==> src/rtl/wave_pkg.sv <==
// Shared constants, FSM encoding and sizing helper for the ADC0809 reader.
package wave_pkg;

    localparam int unsigned CLK_DIV_DEF   = 4;
    localparam int unsigned TIMEOUT_DEF   = 1023;
    localparam int unsigned OE_CYCLES_DEF = 3;

    localparam int unsigned CH_W   = 3;
    localparam int unsigned DATA_W = 8;
    localparam int unsigned ADDR_W = 12;

    typedef enum logic [2:0] {
        ST_IDLE,
        ST_LATCH,
        ST_START,
        ST_WAIT_LOW,
        ST_WAIT_HIGH,
        ST_READ,
        ST_DONE
    } state_e;

    // Bits needed to hold 0..max_val, never less than one.
    function automatic int unsigned cnt_width(input int unsigned max_val);
        if (max_val < 1) return 1;
        return $clog2(max_val + 1);
    endfunction

endpackage

==> src/rtl/clk_div_toggle.sv <==
// Free-running toggle divider: output flips every HALF_PERIOD input clocks.
module clk_div_toggle
    import wave_pkg::*;
#(
    parameter int unsigned HALF_PERIOD = CLK_DIV_DEF
) (
    input  logic i_clk,
    input  logic i_rst,
    output logic o_tgl
);

    localparam int unsigned CNT_W = cnt_width(HALF_PERIOD - 1);

    logic [CNT_W-1:0] r_cnt;
    logic             r_tgl;

    always_ff @(posedge i_clk) begin
        if (i_rst) begin
            r_cnt <= '0;
            r_tgl <= 1'b0;
        end else if (r_cnt == CNT_W'(HALF_PERIOD - 1)) begin
            r_cnt <= '0;
            r_tgl <= ~r_tgl;
        end else begin
            r_cnt <= r_cnt + CNT_W'(1);
        end
    end

    assign o_tgl = r_tgl;

endmodule

==> src/rtl/adc0809_reader.sv <==
// ADC0809 conversion sequencer: latch channel, start, wait on EOC, read the
// bus and hand the code to a capture RAM with a wrapping write address.
module adc0809_reader
    import wave_pkg::*;
#(
    parameter int unsigned CLK_DIV   = CLK_DIV_DEF,
    parameter int unsigned TIMEOUT   = TIMEOUT_DEF,
    parameter int unsigned OE_CYCLES = OE_CYCLES_DEF
) (
    input  logic              clk_5M,
    input  logic              rst,
    input  logic              en,
    input  logic [CH_W-1:0]   ch_sel,
    input  logic              ADC_EOC,
    input  logic [DATA_W-1:0] ADC_DATA,
    output logic              ADC_CLK,
    output logic [CH_W-1:0]   ADC_ADDR,
    output logic              ADC_ALE,
    output logic              ADC_START,
    output logic              ADC_OE,
    output logic [DATA_W-1:0] sample,
    output logic              sample_valid,
    output logic [ADDR_W-1:0] wr_addr,
    output logic              busy,
    output logic              timeout_err
);

    localparam int unsigned TCNT_W = cnt_width(TIMEOUT);
    localparam int unsigned OCNT_W = cnt_width(OE_CYCLES);

    state_e              r_state;
    logic                r_eoc_meta;
    logic                r_eoc_sync;
    logic                r_phase;
    logic [TCNT_W-1:0]   r_tcnt;
    logic [OCNT_W-1:0]   r_ocnt;
    logic [CH_W-1:0]     r_addr;
    logic                r_ale;
    logic                r_start;
    logic                r_oe;
    logic [DATA_W-1:0]   r_sample;
    logic                r_sample_valid;
    logic [ADDR_W-1:0]   r_wr_addr;
    logic                r_busy;
    logic                r_timeout_err;

    logic [TCNT_W-1:0]   w_tcnt_next;
    logic                w_tcnt_hit;

    clk_div_toggle #(
        .HALF_PERIOD (CLK_DIV)
    ) u_clk_div (
        .i_clk (clk_5M),
        .i_rst (rst),
        .o_tgl (ADC_CLK)
    );

    // EOC arrives from the converter's own clock domain.
    always_ff @(posedge clk_5M) begin
        if (rst) begin
            r_eoc_meta <= 1'b0;
            r_eoc_sync <= 1'b0;
        end else begin
            r_eoc_meta <= ADC_EOC;
            r_eoc_sync <= r_eoc_meta;
        end
    end

    assign w_tcnt_next = r_tcnt + TCNT_W'(1);
    assign w_tcnt_hit  = (w_tcnt_next == TCNT_W'(TIMEOUT));

    always_ff @(posedge clk_5M) begin
        if (rst) begin
            r_state        <= ST_IDLE;
            r_phase        <= 1'b0;
            r_tcnt         <= '0;
            r_ocnt         <= '0;
            r_addr         <= '0;
            r_ale          <= 1'b0;
            r_start        <= 1'b0;
            r_oe           <= 1'b0;
            r_sample       <= '0;
            r_sample_valid <= 1'b0;
            r_wr_addr      <= '0;
            r_busy         <= 1'b0;
            r_timeout_err  <= 1'b0;
        end else begin
            r_sample_valid <= 1'b0;
            case (r_state)
                ST_IDLE: begin
                    if (en) begin
                        r_state <= ST_LATCH;
                        r_addr  <= ch_sel;
                        r_ale   <= 1'b1;
                        r_phase <= 1'b0;
                        r_busy  <= 1'b1;
                    end
                end
                ST_LATCH: begin
                    if (r_phase) begin
                        r_state <= ST_START;
                        r_ale   <= 1'b0;
                        r_start <= 1'b1;
                        r_phase <= 1'b0;
                    end else begin
                        r_phase <= 1'b1;
                    end
                end
                ST_START: begin
                    if (r_phase) begin
                        r_state <= ST_WAIT_LOW;
                        r_start <= 1'b0;
                        r_phase <= 1'b0;
                        r_tcnt  <= '0;
                    end else begin
                        r_phase <= 1'b1;
                    end
                end
                ST_WAIT_LOW: begin
                    if (!r_eoc_sync) begin
                        r_state <= ST_WAIT_HIGH;
                        r_tcnt  <= '0;
                    end else if (w_tcnt_hit) begin
                        r_state       <= ST_IDLE;
                        r_busy        <= 1'b0;
                        r_timeout_err <= 1'b1;
                    end else begin
                        r_tcnt <= w_tcnt_next;
                    end
                end
                ST_WAIT_HIGH: begin
                    if (r_eoc_sync) begin
                        r_state <= ST_READ;
                        r_oe    <= 1'b1;
                        r_ocnt  <= '0;
                    end else if (w_tcnt_hit) begin
                        r_state       <= ST_IDLE;
                        r_busy        <= 1'b0;
                        r_timeout_err <= 1'b1;
                    end else begin
                        r_tcnt <= w_tcnt_next;
                    end
                end
                ST_READ: begin
                    // Bus is captured on the final OE cycle, after settling.
                    if (r_ocnt == OCNT_W'(OE_CYCLES - 1)) begin
                        r_state        <= ST_DONE;
                        r_oe           <= 1'b0;
                        r_sample       <= ADC_DATA;
                        r_sample_valid <= 1'b1;
                        r_wr_addr      <= r_wr_addr + ADDR_W'(1);
                    end else begin
                        r_ocnt <= r_ocnt + OCNT_W'(1);
                    end
                end
                ST_DONE: begin
                    if (en) begin
                        r_state <= ST_LATCH;
                        r_addr  <= ch_sel;
                        r_ale   <= 1'b1;
                        r_phase <= 1'b0;
                    end else begin
                        r_state <= ST_IDLE;
                        r_busy  <= 1'b0;
                    end
                end
                default: begin
                    r_state <= ST_IDLE;
                    r_ale   <= 1'b0;
                    r_start <= 1'b0;
                    r_oe    <= 1'b0;
                    r_busy  <= 1'b0;
                end
            endcase
        end
    end

    assign ADC_ADDR     = r_addr;
    assign ADC_ALE      = r_ale;
    assign ADC_START    = r_start;
    assign ADC_OE       = r_oe;
    assign sample       = r_sample;
    assign sample_valid = r_sample_valid;
    assign wr_addr      = r_wr_addr;
    assign busy         = r_busy;
    assign timeout_err  = r_timeout_err;

endmodule

==> config.mk <==
export PLATFORM = sky130hd
export DESIGN_NAME = adc0809_reader
export DESIGN_NICKNAME = d
export VERILOG_FILES = /design/src/rtl/wave_pkg.sv /design/src/rtl/clk_div_toggle.sv /design/src/rtl/adc0809_reader.sv
export SDC_FILE = /design/constraint.sdc
export NUM_CORES = 1
export LEC_CHECK = 0
export BUFFER_PORTS_ARGS = -buffer_cell sky130_fd_sc_hd__buf_2
export CAP_MARGIN = 20
export CORE_MARGIN = 2
export CORE_UTILIZATION = 50
export DETAILED_ROUTE_END_ITERATION = 16
export PLACE_DENSITY = 0.74
export SYNTH_ARGS = -nofsm -noshare
export SYNTH_HDL_FRONTEND = slang
export SYNTH_SLANG_ARGS = --single-unit
==> constraint.sdc <==
create_clock -name clk_5M -period 2.09 [get_ports clk_5M]
set_clock_uncertainty 0.1 [all_clocks]
set_input_delay 0.418 -clock clk_5M [delete_from_list [all_inputs] [get_ports clk_5M]]
set_output_delay 0.418 -clock clk_5M [all_outputs]
set_load 0.05 [all_outputs]
# [Word-level counts from Yosys, hierarchy flattened]
# Cells that the tools add are included.
# Widths: inputs -> output; s select.
[totals] out_inout_bits=30 inputBits=15 reg_bits=50 word_cells=108
[op_classes] muxes=38 n_reduce_logical=24 n_eq_ne=19 bitwise_logic=6 n_addsub=4
[ops] operator="$mux 10" count=4
[ops] operator="$pmux 10 s3" count=1
[ops] operator="$mux 3" count=7
[ops] operator="$pmux 3 s7" count=1
[ops] operator="$ne 2x2->1 const B" count=9
[ops] operator="$reduce_and 3->1" count=6
[ops] operator="$mux 1" count=16
[ops] operator="$add 12x1->12 const B" count=1
[ops] operator="$add 10x1->10 const B" count=1
[ops] operator="$eq 10x10->1 const B" count=1
[ops] operator="$reduce_or 5->1" count=2
[ops] operator="$eq 3x3->1 const B" count=3
[ops] operator="$pmux 1 s3" count=3
[ops] operator="$reduce_or 2->1" count=4
[ops] operator="$eq 3x2->1 const B" count=2
[ops] operator="$not 1->1" count=6
[ops] operator="$reduce_and 2->1" count=3
[ops] operator="$reduce_bool 2->1" count=3
[ops] operator="$pmux 1 s5" count=1
[ops] operator="$reduce_and 5->1" count=1
[ops] operator="$add 2x1->2 const B" count=2
[ops] operator="$eq 2x2->1 const B" count=2
[ops] operator="$mux 2" count=2
[ops] operator="$pmux 1 s2" count=2
[ops] operator="8 further kinds" count=8

# [Logic depth before layout (Yosys ltp)]
[depth] ltp_word=5 ltp_mapped=8 ltp_nobuf=7

# [Cells and area by module]
# From an unflattened synthesis, not the netlist that was laid out.
[unflattened] hier_cells=308 area_unflattened_um2=2541.2
[by_module_without_submodules] mod="adc0809_reader" seq_area_each_um2=940.9 n_inst=1 area_each_um2=2443.6 cells_per_inst=300
[by_module_without_submodules] mod="clk_div_toggle" seq_area_each_um2=60.1 n_inst=1 area_each_um2=97.6 cells_per_inst=8

# [Worst setup path after synthesis]
# No wires, ideal clock.
[synth_timing] kind="reg2reg" from="reg r_tcnt[0]" to="reg r_tcnt[3]" path_buffers=1 required_time_ns=1.869 period_less_slack_ns=2.011 arrival_ns=1.790 setup_ns=0.121 path_slack_ns=0.079 stages_incl_launch_ff=8 path_cell_list="dfxtp_1 ha_1 and3_1 a32o_2 a31oi_4 buf_6 o211ai_2 mux2_4"
[synth_via] elab_chain_len=5 elab_cells_between_ends=6 classes_between="add/sub (1); eq/ne (1); mux (4)"
[synth_rtl] item="start, declared" line_no="adc0809_reader.sv:35" text="logic [TCNT_W-1:0] r_tcnt;"
[synth_rtl] item="start signal, assigned" line_no="adc0809_reader.sv:128" text="r_tcnt <= w_tcnt_next;"
[synth_rtl] item="start signal, assigned" line_no="adc0809_reader.sv:141" text="r_tcnt <= w_tcnt_next;"
[synth_rtl] item="$add 10x1->10 (*)" line_no="adc0809_reader.sv:69" text="assign w_tcnt_next = r_tcnt + TCNT_W'(1);"
[synth_rtl] item="$eq 10x10->1" line_no="adc0809_reader.sv:70" text="assign w_tcnt_hit = (w_tcnt_next == TCNT_W'(TIMEOUT));"
[synth_rtl] item="$mux 10 (*)" line_no="adc0809_reader.sv:123, adc0809_reader.sv:136"
[synth_rtl] item="$mux 10, on equally long branches" line_no="adc0809_reader.sv:132, adc0809_reader.sv:120"
[synth_rtl] item="$pmux 10 s3 (*)" line_no="adc0809_reader.sv:89" text="case (r_state)"
# Every way passes the cells marked *; elsewhere a longest branch is shown, timed or not. The select of a mux whose other input is x is not followed.
# A chain may end at the register's enable or synchronous reset.

# [Worst setup path in the final report]
# Same ends and word-level chain as after synthesis.

==> flow_summary.yaml <==
critical_path:
  crit_start: "r_tcnt[0]$_SDFFE_PP0P_"
  cp_data_required_time_ns: 2.19
  r2r_start: "r_tcnt[0]$_SDFFE_PP0P_"
  reg2regPathDepth: 6
  slowest_delay_ns: 0.36
  path_class: "flip-flop to flip-flop"
  crit_buf_inv: 0
  path_cells: "ha_1 -> and3_1 -> a32o_2 -> a31oi_4 -> o211ai_2 -> mux2_4"
  start_kind: "flip-flop"
  path_depth: 6
  path_max_fanout: 6
  crit_family: "compound AO/OA/AOI/OAI gates"
  critPathArrivalTime_ns: 2.09
  worst_path_max_delay_cell: "dfxtp_2"
  critPathCaptureType: "flip-flop"
logic_synthesis:
  synth_cells: 291
  synth_top_family_by_area: "simple AND/OR/NAND/NOR gates"
  syn_area_mm2: 0.00245
  synthTopCellsByArea: "dfxtp_1 41%, nor2_1 6.1%, a21oi_1 5.3%"
  synth-compound-area-share_pct: 20.2
  yosys.area_share.simple_pct: 24.3
  synth_top_flop_cell: "dfxtp_1"
  ys_ff_latch: 50
  synth_xor_area_share_pct: 5.00
  synth.distinct_cells: 57
  synth_top_area_cell: "dfxtp_1"
  yosysSeqAreaShare_pct: 40.8
  yosys_warnings: 0
  ys_async_sr_fraction_pct: 0
  synthAdderAreaFrac_pct: 2.55
  synth.avg_cell_area_um2: 8.43
  netlist.area_leader.share_pct: 40.8
  synth_fp_nets: 311
  synth.area.mux_share_pct: 2.29
  synth-edff-count: 0
placed_design:
  dpl.cell_count: 398
  dp_slack_ns: 0.0884
  portBuffers: 44
  dp_hpwl_um: 3610
  gp_congestion: 0.836
timing:
  grt_setup_unrepaired: "no"
  finalSetupViolCount: 0
  fmax_ghz: 0.504
  post-route-period-util_pct: 95.0
  final_hold_viol_count: 0
  slew_viol_final: 0
  whs_ns: 0.216
  worstMarginPinSlew_ns: 0.460
  tns_ns: 0
  slew_headroom_pct: 69.2
  period_needed_ns: 1.98
  setup_slack_ns: 0.105
global_routing:
  grt_first_pass_wirelength_um: 8460
  grtUsageTotal_pct: 19.4
  grt-ovfl-total: 0
  grt_max_degree: 42
  grt_pass1_vias: 1931
  antenna_found_initial: 0
clocking:
  clk_pin_slew_ns: 0.10
  htree_levels: 2
  cts_buffers: 5
  post_cts_buffers: 0
  ctsHoldBuffers: 0
  cts_tree: "done"
  cts_sinks: 50
  cts_root_buf: "clkbuf_8"
  cts_buffer_depth: 2
  insertion_delay_ns: 0.30
min_path:
  holdPathStages: 2
  holdCritPathClass: "input port to flip-flop"
  hp-start: "ADC_EOC"
finish:
  register_area_mm2: 0.00100
  final_nets: 358
  area_growth_pct: 17.8
  multiInputGateArea_mm2: 0.00134
  final.fill_count: 440
  drive_gt1_share_pct: 23.0
  instances_no_fill: 406
  n_antenna_cell: 0
power:
  pwr-share-seq_pct: 52.8
  p_clk_share_pct: 29.2
  p_leak_nw: 1.19
  p_sw_share_pct: 30.1
  p_comb_share_pct: 18.0
  finalPower_w: 0.00195
  vdd_ir_drop_max_mv: 0.469
  p_switching_w: 0.000588
  power.density_mw_per_mm2: 675
  p_int_w: 0.00136
detailed_routing:
  drt_first_iter_violations: 140
  first_pass_iters: 6
  vias: 2160
  wl_per_cell_um: 12.6
  drtAntennaViolNets: 0
  drc: 0
  wirelength_um: 5110
  drt-vias-per-instance: 5.32
run_status:
  outcome: "complete, no violations"
die:
  die_w_um: 74.1
  die-area_mm2: 0.00548
  design.portCount: 45
  fp.coreArea_mm2: 0.00472
  dieHeight_um: 74.1
  rows: 25
  start_util_pct: 51.9
job:
  maxCapViolations: 0
==> Yosys cell counts (2+ instances only) <==
cell type / number
a211o_1: 2
a21boi_0: 2
a21oi_1: 26
and2_1: 2
and3_1: 4
and4_1: 2
buf_2: 5
buf_6: 2
clkbuf_1: 9
dfxtp_1: 50
ha_1: 5
inv_1: 9
mux2i_1: 3
nand2_1: 30
nand2b_1: 2
nand3_1: 9
nand4_1: 7
nor2_1: 40
nor2b_1: 5
nor3_1: 9
nor3b_1: 3
o211a_1: 2
o211ai_1: 3
o211ai_2: 2
o21ai_0: 8
o21ai_1: 2
o22ai_1: 2
or3_1: 5
xnor2_1: 3
xor2_1: 11
==> cells by family after synthesis <==
logic type | after synthesis
AOI/OAI and AO/OA | 68
xor gates and xnor gates | 14
adders and majority gates | 5
buffers and inverters | 26
DFF | 50
muxes | 5
and+or+nand+nor | 123
==> per-layer routing <==
metal / track usage, % / up-vias / share of wire [%]
met3: 4.34 / 7 / 3.4
met4: 6.06 / 0 / 1.0
met5: 0 / - / 0
li1: - / 1115 / -
met2: 31.5 / 41 / 48
met1: 25.6 / 997 / 47
==> power by group through the flow <==
stage / registers [W] / clock network [W] / logic (W)
detailed placement: 0.00105 / 0 / 0.000351
CTS: 0.00103 / 0.000581 / 0.000352
global route: 0.00104 / 0.000613 / 0.000389
floorplan: 0.00110 / 0 / 0.000195
global placement: 0.00105 / 0 / 0.000347
finish: 0.00103 / 0.000571 / 0.000351
==> metrics by stage <==
stage / util [%] / area (um^2)
floorplan: - / 2450
global placement: 59.2 / 2800
detailed placement: 59.2 / 2800
CTS: 61.1 / 2890
global route: 61.2 / 2890
finish: 61.2 / 2890
==> sequential cells by signal, summed over array words and instances, names as in the netlist, 2 cells and up <==
signal           cells
wr_addr             12
sample               8
ADC_ADDR             3
r_tcnt              10
r_ocnt               2
u_clk_div.r_cnt      2
r_state              3
==> worst reg2reg max path, stage by stage, from the launching register on <==
cell      delay [ns]
dfxtp_2         0.36
ha_1            0.21
and3_1          0.24
a32o_2          0.30
a31oi_4         0.24
o211ai_2        0.13
mux2_4          0.31
==> path summary, 6_finish.rpt <==
kind                                    to  slack, ns
max reg2reg         r_tcnt[3]$_SDFFE_PP0P_       0.11
max                 r_tcnt[3]$_SDFFE_PP0P_       0.11
min                  r_eoc_meta$_SDFF_PP0_       0.22
min reg2reg  u_clk_div.r_cnt[0]$_SDFF_PP0_       0.34
==> cell type report <==
cell class,instances,area share [%]
tap,67,2.90
multi-input combinational,215,46.2
sequential,50,34.7
clock inverter,3,0.736
inverter,9,1.17
clock buffer,5,2.38
timing repair buffer,57,11.9
==> cells in the final DEF (no fill, tap or decap), types with 3 or more instances in the layout <==
cell type,Yosys,routed
o21ai_0,8,8
clkbuf_8,0,5
inv_1,9,9
nand2_1,30,30
mux2i_1,3,3
ha_1,5,5
nand3_1,9,9
nor3b_1,3,3
o211ai_1,3,3
nor3_1,9,9
xnor2_1,3,3
or3_1,5,5
buf_4,0,11
and3_1,4,4
xor2_1,11,11
buf_2,5,44
a21oi_1,26,26
nor2_1,40,39
nor2b_1,5,5
nand4_1,7,7
dfxtp_1,50,48
==> timing repair <==
action	4_1_cts	5_1_grt
endpoints found under the setup margin	0	3
resized for setup	0	3
hold endpoints to repair	0	0
(Power assumes the default switching activity.)
